[src/rtl/m_or_cg_ctrl.sv]
// Clock-enable request combiner: ORs masked requests into one registered gate
// enable, with a fixed wake-up latency before ack and programmable idle hysteresis.
module m_or_cg_ctrl #(
  parameter int unsigned N_REQ    = 4,
  parameter int unsigned CNT_W    = 4,
  parameter int unsigned WAKE_CYC = 2
) (
  input  logic             clk,
  input  logic             rst_n,
  input  logic [N_REQ-1:0] req,
  input  logic [N_REQ-1:0] mask,
  input  logic             force_on,
  input  logic [CNT_W-1:0] idle_cycles,
  output logic             en,
  output logic [N_REQ-1:0] ack,
  output logic [1:0]       state
);

  localparam logic [1:0] OFF  = 2'd0;
  localparam logic [1:0] WAKE = 2'd1;
  localparam logic [1:0] ON   = 2'd2;
  localparam logic [1:0] HOLD = 2'd3;

  localparam logic [CNT_W-1:0] WAKE_LOAD = CNT_W'(WAKE_CYC - 1);

  logic [N_REQ-1:0] live;
  logic             any;
  logic [CNT_W-1:0] cnt;

  always_comb begin
    live = req & ~mask;
    any  = (|live) | force_on;
    ack  = (state == ON) ? live : '0;
  end

  // en is its own flop so the gate enable never glitches on a state decode.
  always_ff @(posedge clk or negedge rst_n) begin
    if (!rst_n) begin
      state <= OFF;
      en    <= 1'b0;
      cnt   <= '0;
    end else begin
      case (state)
        OFF: begin
          if (any) begin
            state <= WAKE;
            en    <= 1'b1;
            cnt   <= WAKE_LOAD;
          end
        end
        WAKE: begin
          if (cnt == '0) state <= ON;
          else           cnt   <= cnt - 1'b1;
        end
        ON: begin
          if (!any) begin
            state <= HOLD;
            cnt   <= idle_cycles;
          end
        end
        HOLD: begin
          if (any) begin
            state <= ON;
          end else if (cnt == '0) begin
            state <= OFF;
            en    <= 1'b0;
          end else begin
            cnt <= cnt - 1'b1;
          end
        end
        default: begin
          state <= OFF;
          en    <= 1'b0;
        end
      endcase
    end
  end

endmodule

[config.mk]
export PLATFORM = sky130hd
export DESIGN_NAME = m_or_cg_ctrl
export DESIGN_NICKNAME = d
export VERILOG_FILES = /design/src/rtl/m_or_cg_ctrl.sv
export SDC_FILE = /design/constraint.sdc
export NUM_CORES = 1
export LEC_CHECK = 0
export CORE_MARGIN = 1.5
export CORE_UTILIZATION = 30
export DETAILED_ROUTE_END_ITERATION = 12
export GPL_TIMING_DRIVEN = 0
export HOLD_SLACK_MARGIN = 0.03
export PLACE_DENSITY_LB_ADDON = 0.2
export SYNTH_ARGS = -nofsm -noshare
export SYNTH_HDL_FRONTEND = slang
export SYNTH_SLANG_ARGS = --single-unit
[constraint.sdc]
create_clock -name clk -period 1.7 [get_ports clk]
set_clock_uncertainty 0.05 [all_clocks]
set_input_delay 0.34 -clock clk [delete_from_list [all_inputs] [get_ports clk]]
set_output_delay 0.34 -clock clk [all_outputs]
set_load 0.03 [all_outputs]
# == After elaboration in Yosys (flattened, before gate mapping) ==
# Index checks and enable logic that the tools add are counted.
# classes
addsub,1
eq_ne,9
mux,16
bitwise,3
n_reduce_logical,7
# ops
operator,n
$mux W4,5
$pmux W4 S4,1
$mux W2,5
$ne A2 B2 Y1 const B,5
$pmux W2 S4,1
$reduce_and A4 Y1,2
$and A4 B4 Y4,1
$eq A2 B2 Y1 const B,2
$logic_not A4 Y1,1
$not A4 Y4,1
$reduce_or A4 Y1,1
$sub A4 B1 Y4 const B,1
$mux W1,3
$ne A3 B3 Y1 const B,1
$reduce_and A3 Y1,1
$eq A2 B1 Y1 const B,1
$logic_not A2 Y1,1
$pmux W1 S2,1
$reduce_bool A2 Y1,1
$or A1 B1 Y1,1
# word_totals
ff_bits,7
input_bits,15
output_inout_bits,7
elab_cells,39

# == Depth between registers and ports, before layout ==
# Gate-level depths: netlist of run 1.
# depth
ltp_word,6
mapped_depth,7
mapped_depth_nobuf,6

# == Worst setup path after synthesis of run 1 ==
# Ideal clock, no wire load.
# synth_timing
path_type,reg2out
startpoint,register state[1]
endpoint,output ack[3]
t_arrival_ps,1574
t_required_ps,1310
setup_slack_ps,-264
stages_incl_launch_ff,5
path_buffers,2
cell_sequence,dfrtp_1 > clkbuf_1 > nand2b_1 > clkbuf_1 > nor2b_1
# synth_between
elab_chain_len,2
# synth_rtl
item,line_no,rtl
"start, declared",16,output logic [1:0] state
"start signal, assigned",39,state <= OFF;
"start signal, assigned",46,state <= WAKE;
"start signal, assigned",52,if (cnt == '0) state <= ON;
$eq A2 B2 Y1,33,ack = (state == ON) ? live : '0;
$mux W4,33,
"end, declared",15,"output logic [N_REQ-1:0] ack,"
# Every way passes these cells.

# == Worst setup path after layout of run 1 ==
# layout_timing
startpoint,register en
endpoint,output en
# layout_rtl
item,line_no,rtl
"start, declared",14,"output logic en,"
"start signal, assigned",40,en <= 1'b0;
"start signal, assigned",47,en <= 1'b1;
"start signal, assigned",66,en <= 1'b0;
# No word-level cell between the ends.

==> results of run 1 <==
## layout make-up
class                      instances  area, um2
buffer                             3       36.3
clock buffer                       4       26.3
fill                             138        621
inverter                           6       22.5
multi-input combinational         42        357
sequential                         7        176
tap                               16       20.0
timing repair buffer              33        283
## cell families after synthesis
logic type	count (synthesis)	synth area share
muxes	4	0.0898
DFF	7	0.349
AOI/OAI and AO/OA	13	0.200
adders and majority gates	1	0.0249
xor gates and xnor gates	1	0.0175
and+or+nand+nor	23	0.237
buffers and inverters	9	0.0823
## metal layers
metal  wire length [um]  share of wire  GRT usage  vias to the layer above
met5                  0              0          0                        -
met4                 12         0.0085     0.0727                        0
met3                110          0.078     0.0250                        2
met2                704           0.50      0.268                       20
met1                577           0.41      0.164                      259
li1                   -              -          -                      276
## stage by stage
step,setup TNS (ns),instance area [um2],hold slack (ns),util
after CTS,0,860,0.306,0.558
after global routing,-0.00565,921,0.322,0.597
after detailed placement,-4.25,746,0.488,0.484
after global placement,-4.06,746,0.488,0.484
after floorplan,-0.105,515,-0.00559,-
final,0,921,0.302,0.597
## worst paths after layout
path | end | slack [ns] | depth (start not counted) | start
max | en | 0.03 | 1 | en$_DFFE_PN0P_
min | cnt[1]$_DFFE_PN0P_ | 0.30 | 1 | rst_n
max reg2reg | cnt[1]$_DFFE_PN0P_ | 0.06 | 6 | state[0]$_DFFE_PN0P_
min reg2reg | en$_DFFE_PN0P_ | 0.52 | 2 | en$_DFFE_PN0P_
max in group asynchronous | state[0]$_DFFE_PN0P_ | 1.04 | 1 | rst_n
min in group clk | en$_DFFE_PN0P_ | 0.52 | 2 | en$_DFFE_PN0P_
## power by group
part           total [uW]  leakage [uW]  internal (uW)  switching (uW)
clock                 153     0.0000150           89.7            63.0
sequential            314     0.0000796            236            77.8
combinational         684      0.000349            352             333
## sequential cells by signal, indices dropped and copies added, names as in the netlist
| register | flops |
|---|---|
| en | 1 |
| cnt | 4 |
| state | 2 |
## placed cells by master (no fill, tap or decap), drive strengths merged
| cell type | synthesis | final |
|---|---|---|
| o21ai | 1 | 1 |
| mux2i | 3 | 3 |
| clkbuf | 2 | 5 |
| nand2b | 5 | 5 |
| nor2b | 3 | 3 |
| or4 | 1 | 1 |
| a31oi | 1 | 1 |
| xnor2 | 1 | 1 |
| nand3 | 1 | 1 |
| dlymetal6s2s | 0 | 1 |
| dfrtp | 7 | 7 |
| inv | 6 | 6 |
| buf | 1 | 24 |
| nand2 | 2 | 2 |
| or3 | 1 | 1 |
| a21oi | 2 | 2 |
| nor3 | 2 | 2 |
| a311oi | 2 | 2 |
| ha | 1 | 1 |
| nor2 | 8 | 8 |
| clkdlybuf4s15 | 0 | 1 |
| a21o | 1 | 1 |
| a22o | 1 | 1 |
| a211oi | 1 | 1 |
| mux2 | 1 | 1 |
| o22ai | 4 | 4 |
| clkdlybuf4s50 | 0 | 6 |
| dlygate4sd2 | 0 | 3 |
## timing repair
item                       4_1_cts  5_1_grt
resized for setup               64        9
cloned                           0        0
setup buffers                    8        4
pin swaps                        3        1
setup endpoints to repair       10        6
==> out/qor.txt, run 1 <==
Worst hold path class: in2async
Post-route minimum period: 1.67 ns
Drc violations: 0
Synth warn: 0
First-pass GRT wire length: 2150 um
DRT Wirelength: 1400 um
Overall routing resource usage: 0.148
Startpoint Class: register
I/O Buffers: 21
Initial drt markers: 1
Mean Syn Cell Area: 8.65 um2
Final Wtd Congestion: 0.766
VDD IR max: 655 uV
Sequential cell area fraction in the yosys report: 0.349
Syn Inst Count: 58
Fmax: 597 MHz
Num rows: 14
Worst path max stage delay: 0.67 ns
Main flop type after synthesis: dfrtp_1
HPWL after DPL: 888 um
Rel. slew slack: 0.783
Fin. Hold Viols: 0
Most frequent cell after synthesis: nor2_1
CTS sink count: 7
Post-Place Setup Slack: -0.636 ns
Cells taking the most area after synthesis: dfrtp_1 (35%), mux2i_1 (6.0%), nor2_1 (6.0%)
H-tree levels: 1
Cell family with most CP delay: buffers and inverters
Die W: 43.9 um
Top-area cell type share of the netlist area: 0.349
Worst slew pin tran: 0.325 ns
Reg clk slew, reported paths: 0.05 ns
Max-slew violations: 0
Post-DR vias/cell: 5.02
Total grt overflow: 0
Core ar.: 1540 um2
Post-route worst setup slack: 0.0258 ns
Crit-path cells: clkdlybuf4s50_1
Synth top cells by count: nor2_1 (8), dfrtp_1 (7), inv_1 (6)
Synthesized Nets: 74
Power per cell area: 1250 nW/um2
DIE AREA: 1930 um2
Initial Util: 0.325
Overall via count from detail_route: 557
# diodes: 0
Non-Filler Instances: 111
Fin crit share: 0.985
MaxCap Viol Count: 0
Lkg Pwr: 0.000444 uW
WP data arrival: 1.28 ns
CTS Buf Count: 3
Layout cell share with drive strength beyond 1: 0.453
Number of synthesized flops with an enable pin: 0
Avg WL per Cell: 12.6 um
DRT antenna net count: 0
Buffer and inverter count on the worst path: 1
Setup CP Type: reg2out
Synth cell types: 25
Area Growth Syn to Fin: 83.5%
Status: finished clean
Largest net degree at the start of global routing: 10
Maximum fanout along the worst path: 3
Mapped Area: 502 um2
Die span in y: 43.9 um
Vias in the first global route: 511
Total Power: 1150 uW
Leading area contributor after synthesis: dfrtp_1
Final setup fails: 0
TritonCTS clock tree: yes
Critical Path RT: 1.31 ns
Nets: 112
Slowest-stage cell, CP: clkdlybuf4s50_1
Io pins: 22
TritonRoute pass-1 iters: 3
Synthesized flop and latch total: 7
Clock latency on the worst-skew pair: 0.25 ns
Clock root cell: clkbuf_4
Critical path endpoint category: primary output
Initial antenna violation count: 0
CTS Buffer Depth: 2
FFs w/ async S/R, synth: 1.00
Dpl cells: 95
CTS Hold Bufs: 0
Power figures use the tool's default switching activity.
==> run 2: changes to the inputs <==
- CORE_ASPECT_RATIO: unset -> 0.9
==> run 2 against run 1 <==
First-iteration DRC count increased to 4.0 times the previous value. Critical path type is now in2reg. Critical endpoint is now cnt[1]$_DFFE_PN0P_. Design area is 0.68% higher. Critical path depth increased by 10. Die area about the same. Sequential power is essentially flat. Non-clock buffer count rose by 3. Clock power barely moved. Sequential share of layout area decreased by 0.13 points. Combinational power shrank 3.2%.
==> out/qor.txt, run 2 (same netlist as run 1, synthesis figures left out) <==
Met2 Use GR: 0.281 (was 0.268)
DRT antenna net count: 0 (unchanged)
Post-route minimum period: 1.64 ns (was 1.67 ns)
Max-slew violations: 0 (unchanged)
DIE AREA: 1930 um2 (about the same)
Lkg Pwr: 0.000451 uW (was 0.000444 uW)
Slowest-stage cell, CP: mux2_4 (was clkdlybuf4s50_1)
I/O Buffers: 21 (unchanged)
Worst Reg2Reg Path Length in Cells: 4 (was 6)
Reg with most FFs: cnt (unchanged)
Fmax: 609 MHz (was 597 MHz)
Critical path endpoint category: register (was primary output)
CTS Buffer Depth: 2 (unchanged)
Total grt overflow: 0 (unchanged)
Clock latency on the worst-skew pair: 0.25 ns (about the same)
TritonRoute pass-1 iters: 2 (was 3)
Die W: 46.1 um (was 43.9 um)
Clock root cell: clkbuf_4 (unchanged)
# diodes: 0 (unchanged)
Gr busiest metal: met2 (unchanged)
Initial antenna violation count: 0 (unchanged)
Fillers: 132 (was 138)
Largest net degree at the start of global routing: 10 (unchanged)
MaxCap Viol Count: 0 (unchanged)
H-tree levels: 1 (unchanged)
Drc violations: 0 (unchanged)
Total Power: 1120 uW (was 1150 uW)
Fin. Hold Viols: 0 (unchanged)
Setup CP Type: in2reg (was reg2out)
TritonCTS clock tree: yes (unchanged)
Area Growth Syn to Fin: 84.8% (was 83.5%)
Post-DR vias/cell: 4.70 (was 5.02)
Status: finished clean (unchanged)
Internal: 660 uW (was 677 uW)
First-pass GRT wire length: 2180 um (was 2150 um)
GR Util met3: 0.0565 (was 0.0250)
CTS Buf Count: 3 (unchanged)
Register area: 176 um2 (unchanged)
Initial Util: 0.335 (was 0.325)
Most frequent cells in the layout: buf_4 (19), inv_1 (6), dfrtp_1 (6), buf_2 (6), clkdlybuf4s50_1 (5) (was buf_4 (13), buf_6 (7), inv_1 (6), dfrtp_1 (6), clkdlybuf4s50_1 (6))
HPWL after DPL: 907 um (was 888 um)
Die span in y: 41.8 um (was 43.9 um)
Worst slew pin tran: 0.331 ns (was 0.325 ns)
Layout Utilization: 0.620 (was 0.597)
Overall routing resource usage: 0.151 (was 0.148)
Vias in the first global route: 523 (was 511)
Sw frac: 0.413 (was 0.411)
Placed Area: 753 um2 (was 746 um2)
Worst hold path class: in2async (unchanged)
Crit-path cells: buf_2 -> nand2b_4 -> nand3_2 -> buf_4 -> buf_4 -> buf_4 -> buf_4 -> buf_4 -> nor2_4 -> a211oi_4 -> mux2_4 (was clkdlybuf4s50_1)
Num rows: 13 (was 14)
Most common cell after layout, fill and taps aside: buf_4 (unchanged)
Part of the power in registers: 0.278 (was 0.273)
Gate power share: 0.589 (was 0.595)
Final Wtd Congestion: 0.722 (was 0.766)
Nets: 115 (was 112)
Multi-input logic area: 358 um2 (was 357 um2)
CTS Hold Bufs: 0 (unchanged)
VDD IR max: 780 uV (was 655 uV)
Startpoint Class: input pin (was register)
Avg WL per Cell: 11.3 um (was 12.6 um)
Hold WS: 0.299 ns (was 0.302 ns)
Max reg flops: 4 (unchanged)
Overall via count from detail_route: 564 (was 557)
Final setup fails: 0 (unchanged)
Total negative slack: 0 ns (unchanged)
Reg clk slew, reported paths: 0.06 ns (was 0.05 ns)
Fin crit share: 0.965 (was 0.985)
CTS sink count: 7 (unchanged)
Clk pwr share: 0.133 (about the same)
Io pins: 22 (unchanged)
DRT Wirelength: 1360 um (was 1400 um)
WP data arrival: 1.72 ns (was 1.28 ns)
Initial drt markers: 4 (was 1)
Power per cell area: 1210 nW/um2 (was 1250 nW/um2)
RSZ-0062 raised after global routing: true
Layout cell share with drive strength beyond 1: 0.490 (was 0.453)
Core ar.: 1500 um2 (was 1540 um2)
Largest regs: cnt: 4 flops, state: 2 flops, en: 1 flops (unchanged)
Maximum fanout along the worst path: 3 (unchanged)
Global-route met1 utilization: 0.168 (was 0.164)
Psw: 464 uW (was 473 uW)
Worst path max stage delay: 0.30 ns (was 0.67 ns)
Most repeated library cell on the critical path: buf_4
Critical Path RT: 1.78 ns (was 1.31 ns)
Design Area, Final: 927 um2 (was 921 um2)
Rel. slew slack: 0.779 (was 0.783)
run 2: cell types whose count changed in the layout (fill, tap and decap cells not counted), sizes merged:
cell           change
dlygate4sd2        +1
clkdlybuf4s50      -1
buf                +3
run 2: worst paths after layout:
kind                                       from              endpoint  slack [ns]
min                                       rst_n  state[1]$_DFFE_PN0P_        0.30
max                                     mask[0]    cnt[1]$_DFFE_PN0P_        0.06
max reg2reg                state[1]$_DFFE_PN0P_    cnt[1]$_DFFE_PN0P_        0.10
min reg2reg                      en$_DFFE_PN0P_        en$_DFFE_PN0P_        0.51
max in group asynchronous                 rst_n  state[0]$_DFFE_PN0P_        1.03
min in group clk                 en$_DFFE_PN0P_        en$_DFFE_PN0P_        0.51
run 2: area by class of cell:
cell class	count	share of cell area
tap	22	0.0297
timing repair buffer	36	0.306
sequential	7	0.190
buffer	3	0.0351
multi-input combinational	42	0.386
inverter	6	0.0243
clock buffer	4	0.0283
run 2: power groups by stage:
stage / Clock, uW / Sequential [uW] / Combinational [uW]
detailed placement: 0 / 306 / 560
global route: 173 / 321 / 723
floorplan: 0 / 337 / 355
CTS: 155 / 308 / 621
global placement: 0 / 306 / 554
finish: 150 / 312 / 662
run 2: routing by layer:
layer	part of all wire	vias to the layer above
met1	0.40	262
met4	0	0
met3	0.070	0
li1	-	284
met5	0	-
met2	0.53	18
run 2: what timing repair did:
item,4_1_cts,5_1_grt
gates cloned,0,0
pin swaps,3,1
buffers inserted,13,2
setup endpoints to repair,11,8
gates resized for setup,65,5
run 2: through the flow:
stage	setup slack (ns)	cells
final	0.0592	120
after global routing	0.0000883	120
after CTS	0.00831	118
after detailed placement	-0.610	101
after global placement	-0.614	101
after floorplan	-0.0550	58
run 2: critical path: cells and delay by family:
| kind | cells | cell delay [ns] |
|---|---|---|
| AOI/OAI and AO/OA | 1 | 0.06 |
| buffers and inverters | 6 | 0.70 |
| muxes | 1 | 0.30 |
| and+or+nand+nor | 3 | 0.32 |
==> run 3: changes to the inputs <==
- SKIP_CTS_REPAIR_TIMING: unset -> 1
==> run 3 against run 2 <==
Non-clock buffer count decreased by 5. Hold slack improved by 0.0048 ns. Sequential power about the same. First-iteration DRC count decreased by 50%. Die area unchanged. Utilization increased by 2.2 points. Clock power about the same. Routed wire length decreased by 8.2%. Largest cell class unchanged.
==> out/qor.txt, run 3 (same netlist as run 1, synthesis figures left out) <==
VDD IR max: 758 uV (was 780 uV)
Rel. slew slack: 0.777 (was 0.779)
Worst path max stage delay: 0.42 ns (was 0.30 ns)
Fin crit share: 0.997 (was 0.965)
DIE AREA: 1930 um2 (unchanged)
Status: finished clean (unchanged)
Layout cell share with drive strength beyond 1: 0.398 (was 0.490)
Io pins: 22 (unchanged)
HPWL after DPL: 907 um (unchanged)
Clock root cell: clkbuf_4 (unchanged)
Worst slew pin tran: 0.333 ns (was 0.331 ns)
Critical Path RT: 1.78 ns (about the same)
DRT Wirelength: 1250 um (was 1360 um)
Non-Filler Instances: 115 (was 120)
TritonCTS clock tree: yes (unchanged)
Startpoint Class: input pin (unchanged)
Crit-path cells: clkdlybuf4s50_1 -> or3_4 -> a211oi_4 -> mux2_4 (was buf_2 -> nand2b_4 -> nand3_2 -> buf_4 -> buf_4 -> buf_4 -> buf_4 -> buf_4 -> nor2_4 -> a211oi_4 -> mux2_4)
Setup CP Type: in2reg (unchanged)
Overall routing resource usage: 0.127 (was 0.151)
Post-Place Setup Slack: -0.610 ns (unchanged)
Slowest-stage cell, CP: clkdlybuf4s50_1 (was mux2_4)
R2R setup slack: 0.09 ns (was 0.10 ns)
Reg with most FFs: cnt (unchanged)
Lkg Pwr: 0.000508 uW (was 0.000451 uW)
Overall via count from detail_route: 539 (was 564)
Post-route worst setup slack: 0.00478 ns (was 0.0592 ns)
Die span in y: 41.8 um (unchanged)
Worst hold path class: in2async (unchanged)
CTS sink count: 7 (unchanged)
Max reg flops: 4 (unchanged)
MaxCap Viol Count: 0 (unchanged)
Reg clk slew, reported paths: 0.05 ns (was 0.06 ns)
Post-route minimum period: 1.70 ns (was 1.64 ns)
Critical Path Sink: cnt[1]$_DFFE_PN0P_ (unchanged)
Critical path endpoint category: register (unchanged)
Largest net degree at the start of global routing: 11 (was 10)
Core ar.: 1500 um2 (unchanged)
H-tree levels: 1 (unchanged)
Die W: 46.1 um (unchanged)
Clock latency on the worst-skew pair: 0.25 ns (about the same)
Cell family with most CP delay: buffers and inverters (unchanged)
Max-slew violations: 0 (unchanged)
TritonRoute pass-1 iters: 2 (unchanged)
Total grt overflow: 0 (unchanged)
CTS Buf Count: 3 (unchanged)
Num rows: 13 (unchanged)
RSZ-0062 raised after global routing: true (unchanged)
Area Growth Syn to Fin: 91.3% (was 84.8%)
Reg2reg end: cnt[3]$_DFFE_PN0P_ (was cnt[1]$_DFFE_PN0P_)
Largest regs: cnt: 4 flops, state: 2 flops, en: 1 flops (unchanged)
WP data arrival: 1.78 ns (was 1.72 ns)
Final Wtd Congestion: 0.722 (unchanged)
I/O Buffers: 21 (unchanged)
Initial Util: 0.335 (unchanged)
Cell count along the critical path: 4 (was 11)
Maximum fanout along the worst path: 4 (was 3)
Dpl cells: 101 (unchanged)
Most frequent cells in the layout: buf_4 (14), dlymetal6s2s_1 (11), inv_1 (6), dfrtp_1 (6), clkdlybuf4s50_1 (6) (was buf_4 (19), inv_1 (6), dfrtp_1 (6), buf_2 (6), clkdlybuf4s50_1 (5))
Fmax: 590 MHz (was 609 MHz)
Post-DR vias/cell: 4.69 (was 4.70)
Power per cell area: 1190 nW/um2 (was 1210 nW/um2)
# diodes: 0 (unchanged)
R2R Path Start: state[1]$_DFFE_PN0P_ (unchanged)
Buffer and inverter count on the worst path: 1 (was 6)
Initial antenna violation count: 0 (unchanged)
Vias in the first global route: 446 (was 523)
Avg WL per Cell: 10.9 um (was 11.3 um)
DRT antenna net count: 0 (unchanged)
Initial drt markers: 2 (was 4)
Crit path launch: force_on (was mask[0])
Drc violations: 0 (unchanged)
First-pass GRT wire length: 1850 um (was 2180 um)
Final setup fails: 0 (unchanged)
CTS Buffer Depth: 2 (unchanged)
Nets: 110 (was 115)
Worst Reg2Reg Path Length in Cells: 5 (was 4)
Most common cell after layout, fill and taps aside: buf_4 (unchanged)
Fin. Hold Viols: 0 (unchanged)
==> run 3: cell types whose count changed in the layout (fill, tap and decap cells not counted), moves of 4 or more <==
cell            before  now
buf_4               19   14
dlymetal6s2s_1       1   11
buf_2                6    0
dlygate4sd2_1        4    0
==> run 3: worst reg2reg max path: cells and delay by family (launching register included) <==
| family | cells | cell delay, ns |
|---|---|---|
| and+or+nand+nor | 2 | 0.68 |
| DFF | 1 | 0.40 |
| AOI/OAI and AO/OA | 2 | 0.23 |
| buffers and inverters | 1 | 0.14 |
==> run 3: area by class of cell <==
class / count / area [um2]
Inverter: 6 / 22.5
Buffer: 2 / 18.8
Tap cell: 22 / 27.5
Multi-Input combinational cell: 42 / 370
Clock buffer: 4 / 26.3
Fill cell: 132 / 537
Sequential cell: 7 / 176
Timing Repair Buffer: 32 / 318
==> run 3: where the power goes <==
| group | leakage, uW | switching [uW] | internal (uW) |
|---|---|---|---|
| combinational | 0.000414 | 325 | 360 |
| clock | 0.0000150 | 61.3 | 89.6 |
| sequential | 0.0000796 | 75.0 | 236 |
==> run 3: how the worst min path moves through the flow <==
stage | start | end | slack (ns) | depth (start not counted)
3_5_place_dp | cnt[1]$_DFFE_PN0P_ | cnt[1]$_DFFE_PN0P_ | 0.49 | 1
3_3_place_gp | cnt[1]$_DFFE_PN0P_ | cnt[1]$_DFFE_PN0P_ | 0.49 | 1
5_1_grt | rst_n | cnt[3]$_DFFE_PN0P_ | 0.32 | 1
6_report | rst_n | cnt[3]$_DFFE_PN0P_ | 0.30 | 1
2_1_floorplan | rst_n | cnt[0]$_DFFE_PN0P_ | -0.006 | 0
4_1_cts | rst_n | cnt[3]$_DFFE_PN0P_ | 0.31 | 1
==> run 3: metal layers <==
layer / part of all wire / global-route usage / routed length (um)
met1: 0.42 / 0.154 / 528
met5: 0 / 0 / 0
met2: 0.50 / 0.217 / 628
met4: 0 / 0 / 0
met3: 0.074 / 0.0565 / 92
==> run 3: through the flow <==
step,cell area [um2],power (uW),util,hold slack (ns),TNS (ns)
final,960,1150,0.641,0.303,0
after global routing,960,1240,0.641,0.325,-0.0189
after CTS,779,1020,0.521,0.307,-3.45
after detailed placement,753,866,0.503,0.490,-4.12
after global placement,753,860,0.503,0.495,-4.04
after floorplan,515,692,-,-0.00559,-0.105
